**src/rtl/regfile.sv**
```systemverilog
// regfile: 32x32 architectural register file with ROB rename tags and operand bypass
module regfile #(
  parameter int ROB_WIDTH = 4
) (
  input  logic                 clk_in,
  input  logic                 rst_in,
  input  logic                 rdy_in,
  input  logic                 clear,
  input  logic                 dec_ready,
  input  logic [4:0]           dec_rd,
  input  logic [ROB_WIDTH-1:0] dec_rob_id,
  input  logic [4:0]           dec_rs1,
  input  logic [4:0]           dec_rs2,
  output logic [31:0]          rs1_val,
  output logic [31:0]          rs2_val,
  output logic                 rs1_dep,
  output logic                 rs2_dep,
  output logic [ROB_WIDTH-1:0] rs1_tag,
  output logic [ROB_WIDTH-1:0] rs2_tag,
  output logic [ROB_WIDTH-1:0] search_rob_id_1,
  output logic [ROB_WIDTH-1:0] search_rob_id_2,
  input  logic                 search_ready_1,
  input  logic                 search_ready_2,
  input  logic [31:0]          search_val_1,
  input  logic [31:0]          search_val_2,
  input  logic                 commit_ready,
  input  logic [ROB_WIDTH-1:0] commit_rob_id,
  input  logic [4:0]           commit_reg_id,
  input  logic [31:0]          commit_val
);
  logic [31:0]          val_q  [32];
  logic [31:0]          val_d  [32];
  logic [ROB_WIDTH-1:0] tag_q  [32];
  logic [ROB_WIDTH-1:0] tag_d  [32];
  logic [31:0]          busy_q;
  logic [31:0]          busy_d;
  logic                 hit1, hit2, wr_c, wr_i;

  assign search_rob_id_1 = tag_q[dec_rs1];
  assign search_rob_id_2 = tag_q[dec_rs2];
  assign hit1 = commit_ready && commit_rob_id == tag_q[dec_rs1];
  assign hit2 = commit_ready && commit_rob_id == tag_q[dec_rs2];
  assign wr_c = rdy_in && commit_ready && commit_reg_id != 5'd0;
  assign wr_i = rdy_in && dec_ready && dec_rd != 5'd0 && !clear;

  // Operand resolution from pre-issue state: register, then commit bypass, then ROB search
  always_comb begin
    rs1_val = !busy_q[dec_rs1] ? val_q[dec_rs1] : hit1 ? commit_val : search_ready_1 ? search_val_1 : 32'd0;
    rs2_val = !busy_q[dec_rs2] ? val_q[dec_rs2] : hit2 ? commit_val : search_ready_2 ? search_val_2 : 32'd0;
    rs1_dep = busy_q[dec_rs1] && !hit1 && !search_ready_1;
    rs2_dep = busy_q[dec_rs2] && !hit2 && !search_ready_2;
    rs1_tag = rs1_dep ? tag_q[dec_rs1] : '0;
    rs2_tag = rs2_dep ? tag_q[dec_rs2] : '0;
  end

  // Next state: commit writes value and retires matching tag; issue renames last so it wins
  always_comb begin
    val_d  = val_q;
    tag_d  = tag_q;
    busy_d = clear && rdy_in ? 32'd0 : busy_q;
    if (wr_c) val_d[commit_reg_id] = commit_val;
    if (wr_c && !clear && tag_q[commit_reg_id] == commit_rob_id) busy_d[commit_reg_id] = 1'b0;
    if (wr_i) begin
      tag_d[dec_rd]  = dec_rob_id;
      busy_d[dec_rd] = 1'b1;
    end
  end

  // State registers with synchronous reset
  always_ff @(posedge clk_in) begin
    if (rst_in) begin
      busy_q <= '0;
      for (int i = 0; i < 32; i++) begin
        val_q[i] <= '0;
        tag_q[i] <= '0;
      end
    end else begin
      busy_q <= busy_d;
      val_q  <= val_d;
      tag_q  <= tag_d;
    end
  end
endmodule

```
**config.mk**
```make
export PLATFORM = sky130hd
export DESIGN_NAME = regfile
export DESIGN_NICKNAME = d
export VERILOG_FILES = /design/src/rtl/regfile.sv
export SDC_FILE = /design/constraint.sdc
export NUM_CORES = 2
export LEC_CHECK = 0
export CAP_MARGIN = 10
export CELL_PAD_IN_SITES_DETAIL_PLACEMENT = 0
export CELL_PAD_IN_SITES_GLOBAL_PLACEMENT = 1
export CORE_UTILIZATION = 49
export DETAILED_ROUTE_END_ITERATION = 12
export GPL_TIMING_DRIVEN = 0
export PLACE_DENSITY = 0.89
export SYNTH_ARGS = -nofsm -noshare
export SYNTH_HDL_FRONTEND = slang
export SYNTH_SLANG_ARGS = --single-unit
```
**constraint.sdc**
```tcl
create_clock -name clk_in -period 5.7 [get_ports clk_in]
set_clock_uncertainty 0.15 [all_clocks]
set_input_delay 1.14 -clock clk_in [delete_from_list [all_inputs] [get_ports clk_in]]
set_output_delay 1.14 -clock clk_in [all_outputs]
set_load 0.02 [all_outputs]
```
Word level (Yosys, flattened, before mapping)

Index checks and enable logic that the tools add are counted.

Bits in registers: 1,184
Output and inout bits: 82

Order comparisons: 12
Eq/ne operators: 3
Mux-type cells: 40
Bitwise gates (word level): 7
Reductions and logical operators: 25

Operators by type and width:

| operator             | count |
|---|---|
| $bwmux W1024         | 1 |
| $mux W32             | 14 |
| $bmux W32 S5         | 2 |
| $demux W32 S5        | 1 |
| $bwmux W128          | 1 |
| $bmux W4 S5          | 3 |
| $mux W4              | 9 |
| $and A32 B32 Y32     | 1 |
| $not A32 Y32         | 1 |
| $or A32 B32 Y32      | 1 |
| $ge A6 B6 Y1 const B | 4 |
| $lt A5 B6 Y1 const B | 4 |
| $not A5 Y6           | 4 |
| $demux W4 S5         | 1 |
| $logic_and A1 B1 Y1  | 18 |
| $eq A4 B4 Y1         | 3 |
| $lt A6 B1 Y1 const B | 2 |
| $bmux W1 S5          | 2 |
| $demux W1 S5         | 2 |
| $ge A5 B1 Y1 const B | 2 |
| $reduce_bool A5 Y1   | 2 |
| $logic_not A1 Y1     | 5 |
| $mux W1              | 4 |

Logic depth before layout (Yosys ltp)

Depth after elaboration: 10
Gate-level depth with buffers: 13

Least setup slack after synthesis

No wires, ideal clock.

Path kind: input to output
Start point: input dec_rs2[1]
End point: output rs2_val[23]
Arrival: 3.943 ns
Required time: 4.410 ns
Setup slack: 0.467 ns
Stages: 11
Path buffers: 6
Cells stage by stage: buf_4 > buf_4 > buf_4 > buf_2 > buf_1 > buf_1 > mux4_2 > mux4_2 > mux2i_1 > nor2_1 > a221o_1

Longest elaborated chain between the ends: 8
Elaborated cells on any way between the ends: 13

RTL lines:

| element                                     | line   | source |
|---|---|---|
| start, declared                             | 13     | `input logic [4:0] dec_rs2,` |
| $not A5 Y6 (implied by the code)            | 42, 49 |  |
| $bmux W4 S5                                 | 42     | `assign hit2 = commit_ready && commit_rob_id == tag_q[dec_rs2];` |
| $mux W4 (implied by the code) (2 in series) | 42     |  |
| $eq A4 B4 Y1                                | 42     |  |
| $logic_and A1 B1 Y1                         | 42     |  |
| $mux W32                                    | 49     | `rs2_val = !busy_q[dec_rs2] ? val_q[dec_rs2] : hit2 ? commit_val : search_ready_2 ? search_val_2 : 32'd0;` |
| $mux W32 (*)                                | 49     |  |
| end, declared                               | 15     | `output logic [31:0] rs2_val,` |

Mark *: on every way between the ends. The rest lies on a longest branch, timed or not. The select of a mux whose other input is x is not followed.

Worst setup path after layout

Start point: input dec_rs2[1]
End point: output rs2_val[5]

Same word-level chain as after synthesis.

==> results.cfg <==
[sta]
slew_viol_final = 18
setup_slack_ns = -0.0622
rsz0062_at_grt = false
slew_headroom = -0.0109
period_needed_ns = 5.76
setup-violations-final = 14
tightestPinTransition_ns = 1.51
fmax_mhz = 174
hold_viol = 0
min_period_over_period = 1.01

[drt]
wl_per_cell_um = 32.7
wl_um = 285000
drt_iter0_drc = 10242
ant_nets = 0
vias = 60044
drc = 0
drt_pass1_iterations = 9
dr_wl_met3_um = 45700
m1WireLength_um = 94300
wl_met2_um = 120000
viasPerCell = 6.89
top_layer = met5

[setup_path]
cp.arrival_ns = 4.47
cp.depth = 12
worstSetupStartpoint = dec_rs2[1]
crit_end = rs2_val[5]
crit_buf_inv = 7
r2r_end = busy_q[27]$_SDFF_PP0_
rr_startpoint = tag_q[87]$_SDFFE_PP0P_
cp_max_fo = 11
cp_slowest_stage_delay_ns = 0.55
cp.required_ns = 4.41
rr_worst_depth = 8
start_kind = primary input
crit_path_end_kind = output pin
cp_cell_sequence = buf_6 -> buf_8 -> buf_8 -> buf_8 -> clkbuf_16 -> clkbuf_4 -> mux4_2 -> mux4_2 -> mux2i_1 -> nor2_1 -> a221o_1 -> dlygate4sd2_1
crit_path_frequent_cell = buf_8
cp_top_family = buffers and inverters
r2r_setup_slack_ns = 2.51
path_class = in2out
slowest_stage = mux4_2

[placed_design]
io_buffers = 172
place_congestion = 1.03
post-place-cells = 8430
dp_slack_ns = -2.33
dpl.hpwl_um = 206000
placed_area_um2 = 66000

[cells_and_area]
area_delta_synth_final_pct = 16.4
drive_gt1_frac = 0.186
fin_cells = 8717
fillers = 10929
finalInstanceArea_um2 = 72200
post-route-util = 0.575
nNetsFinal = 7071

[synth]
synth_async_sr_flop_share = 0
synth-seq-cells = 1184
syn-instance-count = 6596
synth-seq-area-share = 0.382
ys.flop_type = dfxtp_1
synth_edf_count = 0
avgSynthCellArea_um2 = 9.40
synth.most_common_cell = nand2_1
synth_warnings = 0
synth.distinct_cells = 54
netlist_top_cells_count = nand2_1 (2139), dfxtp_1 (1184), a21oi_1 (1055)
synth_area_leaders = dfxtp_1 (38%), mux4_2 (27%), nand2_1 (13%), a21oi_1 (8.5%), clkbuf_1 (3.3%)
synth_largest_area_cell = dfxtp_1
synth_fp_nets = 6728
netlist_area_um2 = 62000
synth_top_cell_area_share = 0.382

[clocking]
ctsHtreeMaxLevel = 4
root_buffer = clkbuf_16
clk_path_buf_depth = 3
cts_hold_buffers = 0
cts.clk_slew.worst_paths_ns = 0.06
cts_tree = done
clkLatencyLatePin_ns = 0.81
cts_sinks = 1184
cts_buffers = 133

[die]
core_area_um2 = 126000
num_rows = 130
die_y_um = 358
floorplan.initialDensity = 0.494
die_w_um = 358
fp.dieArea_um2 = 128000
ios = 214

[hold_path]
hold_path_class = reg2reg

[global_routing]
grt_overflow = 0
grt_usage = 0.440
antenna_found_initial = 27
first_global_vias = 56191
grt_start_max_net_pins = 17
grt_pass1_wl_um = 398000

[status]
failed_checks = capacitance limit, slew limit, setup timing
outcome = complete, but fails checks

[power_and_ir_drop]
power_mw = 19.2
peakVddDrop_mv = 0.359
cellPowerDensity_nw_per_um2 = 266
p_leak_nw = 23.6

[job]
maxCapViolations = 4
-- cell families (layout without fill, tap and decap cells) --
kind of cell | Yosys count | after routing | synth area share
AO/OA/AOI/OAI | 1240 | 1240 | 0.110
XOR/XNOR | 8 | 8 | 0.00113
buffers and inverters | 715 | 1156 | 0.0472
flip-flops | 1184 | 1184 | 0.382
multiplexers | 924 | 924 | 0.300
other | 0 | 30 | 0
AND/OR/NAND/NOR | 2525 | 2525 | 0.160
-- flip-flops by register name, summed over array words and instances (netlist names) --
signal	cells
busy_q	32
tag_q	128
val_q	1024
-- repair_timing --
action / in CTS / in global routing
gates resized for setup: 605 / 55
setup endpoints to repair: 80 / 63
setup buffers: 15 / 4
pin swaps: 6 / 0
-- power by group --
| group | switching (mW) | internal [mW] |
|---|---|---|
| Combinational | 1.24 | 0.545 |
| Clock | 3.75 | 5.35 |
| Sequential | 0.0249 | 8.30 |
-- layer usage --
metal,vias up,GRT usage
li1,24159,-
met1,29084,0.520
met2,5399,0.634
met3,1368,0.192
met4,34,0.321
met5,-,0.00593
-- cells in the final DEF, fill, tap and decap left out, types with 25 or more instances in the layout --
cell type,count
dlygate4sd2_1,25
nand3_1,36
a221o_1,64
clkdlybuf4s15_2,31
nand2_1,2136
dfxtp_1,1184
diode_2,30
clkdlybuf4s50_1,104
mux2i_1,150
clkbuf_8,51
nor2b_1,39
buf_4,42
mux4_2,740
clkbuf_1,501
a21oi_1,1055
clkbuf_2,68
o21ai_0,36
nor4_1,25
nor2_1,198
buf_6,50
clkbuf_16,144
buf_8,28
-- through the flow --
step	hold slack, ns	setup TNS (ns)
3_5_place_dp	0.307	-148.51
5_1_grt	0.331	0
6_report	0.316	-0.424
2_1_floorplan	0.293	0
3_3_place_gp	0.298	-210.69
4_1_cts	0.315	0
-- worst min-delay path, delay by kind of cell, from the launching register on --
| family | cells | cell delay (ns) |
|---|---|---|
| flops | 1 | 0.31 |
| simple gates | 1 | 0.05 |
| compound gates | 1 | 0.05 |
-- worst min path at each step --
stage	startpoint	slack, ns	cells past startpoint	end
after floorplan	val_q[160]$_SDFFE_PP0P_	0.29	2	val_q[160]$_SDFFE_PP0P_
after global placement	val_q[930]$_SDFFE_PP0P_	0.30	2	val_q[930]$_SDFFE_PP0P_
after detailed placement	val_q[802]$_SDFFE_PP0P_	0.31	2	val_q[802]$_SDFFE_PP0P_
after CTS	val_q[802]$_SDFFE_PP0P_	0.31	2	val_q[802]$_SDFFE_PP0P_
after global routing	val_q[767]$_SDFFE_PP0P_	0.33	2	val_q[767]$_SDFFE_PP0P_
final	val_q[305]$_SDFFE_PP0P_	0.32	2	val_q[305]$_SDFFE_PP0P_
-- final cells by class --
cell class | count | area, um^2 | area share
multi-input combinational | 4697 | 35700 | 0.495
sequential | 1184 | 23700 | 0.328
buffer | 699 | 4010 | 0.0555
clock buffer | 193 | 3920 | 0.0543
tap | 1650 | 2060 | 0.0286
timing repair buffer | 208 | 2050 | 0.0284
clock inverter | 40 | 557 | 0.00771
antenna | 30 | 75.1 | 0.00104
inverter | 16 | 71.3 | 0.000988
Note: power is estimated with default switching activity, not from simulation.
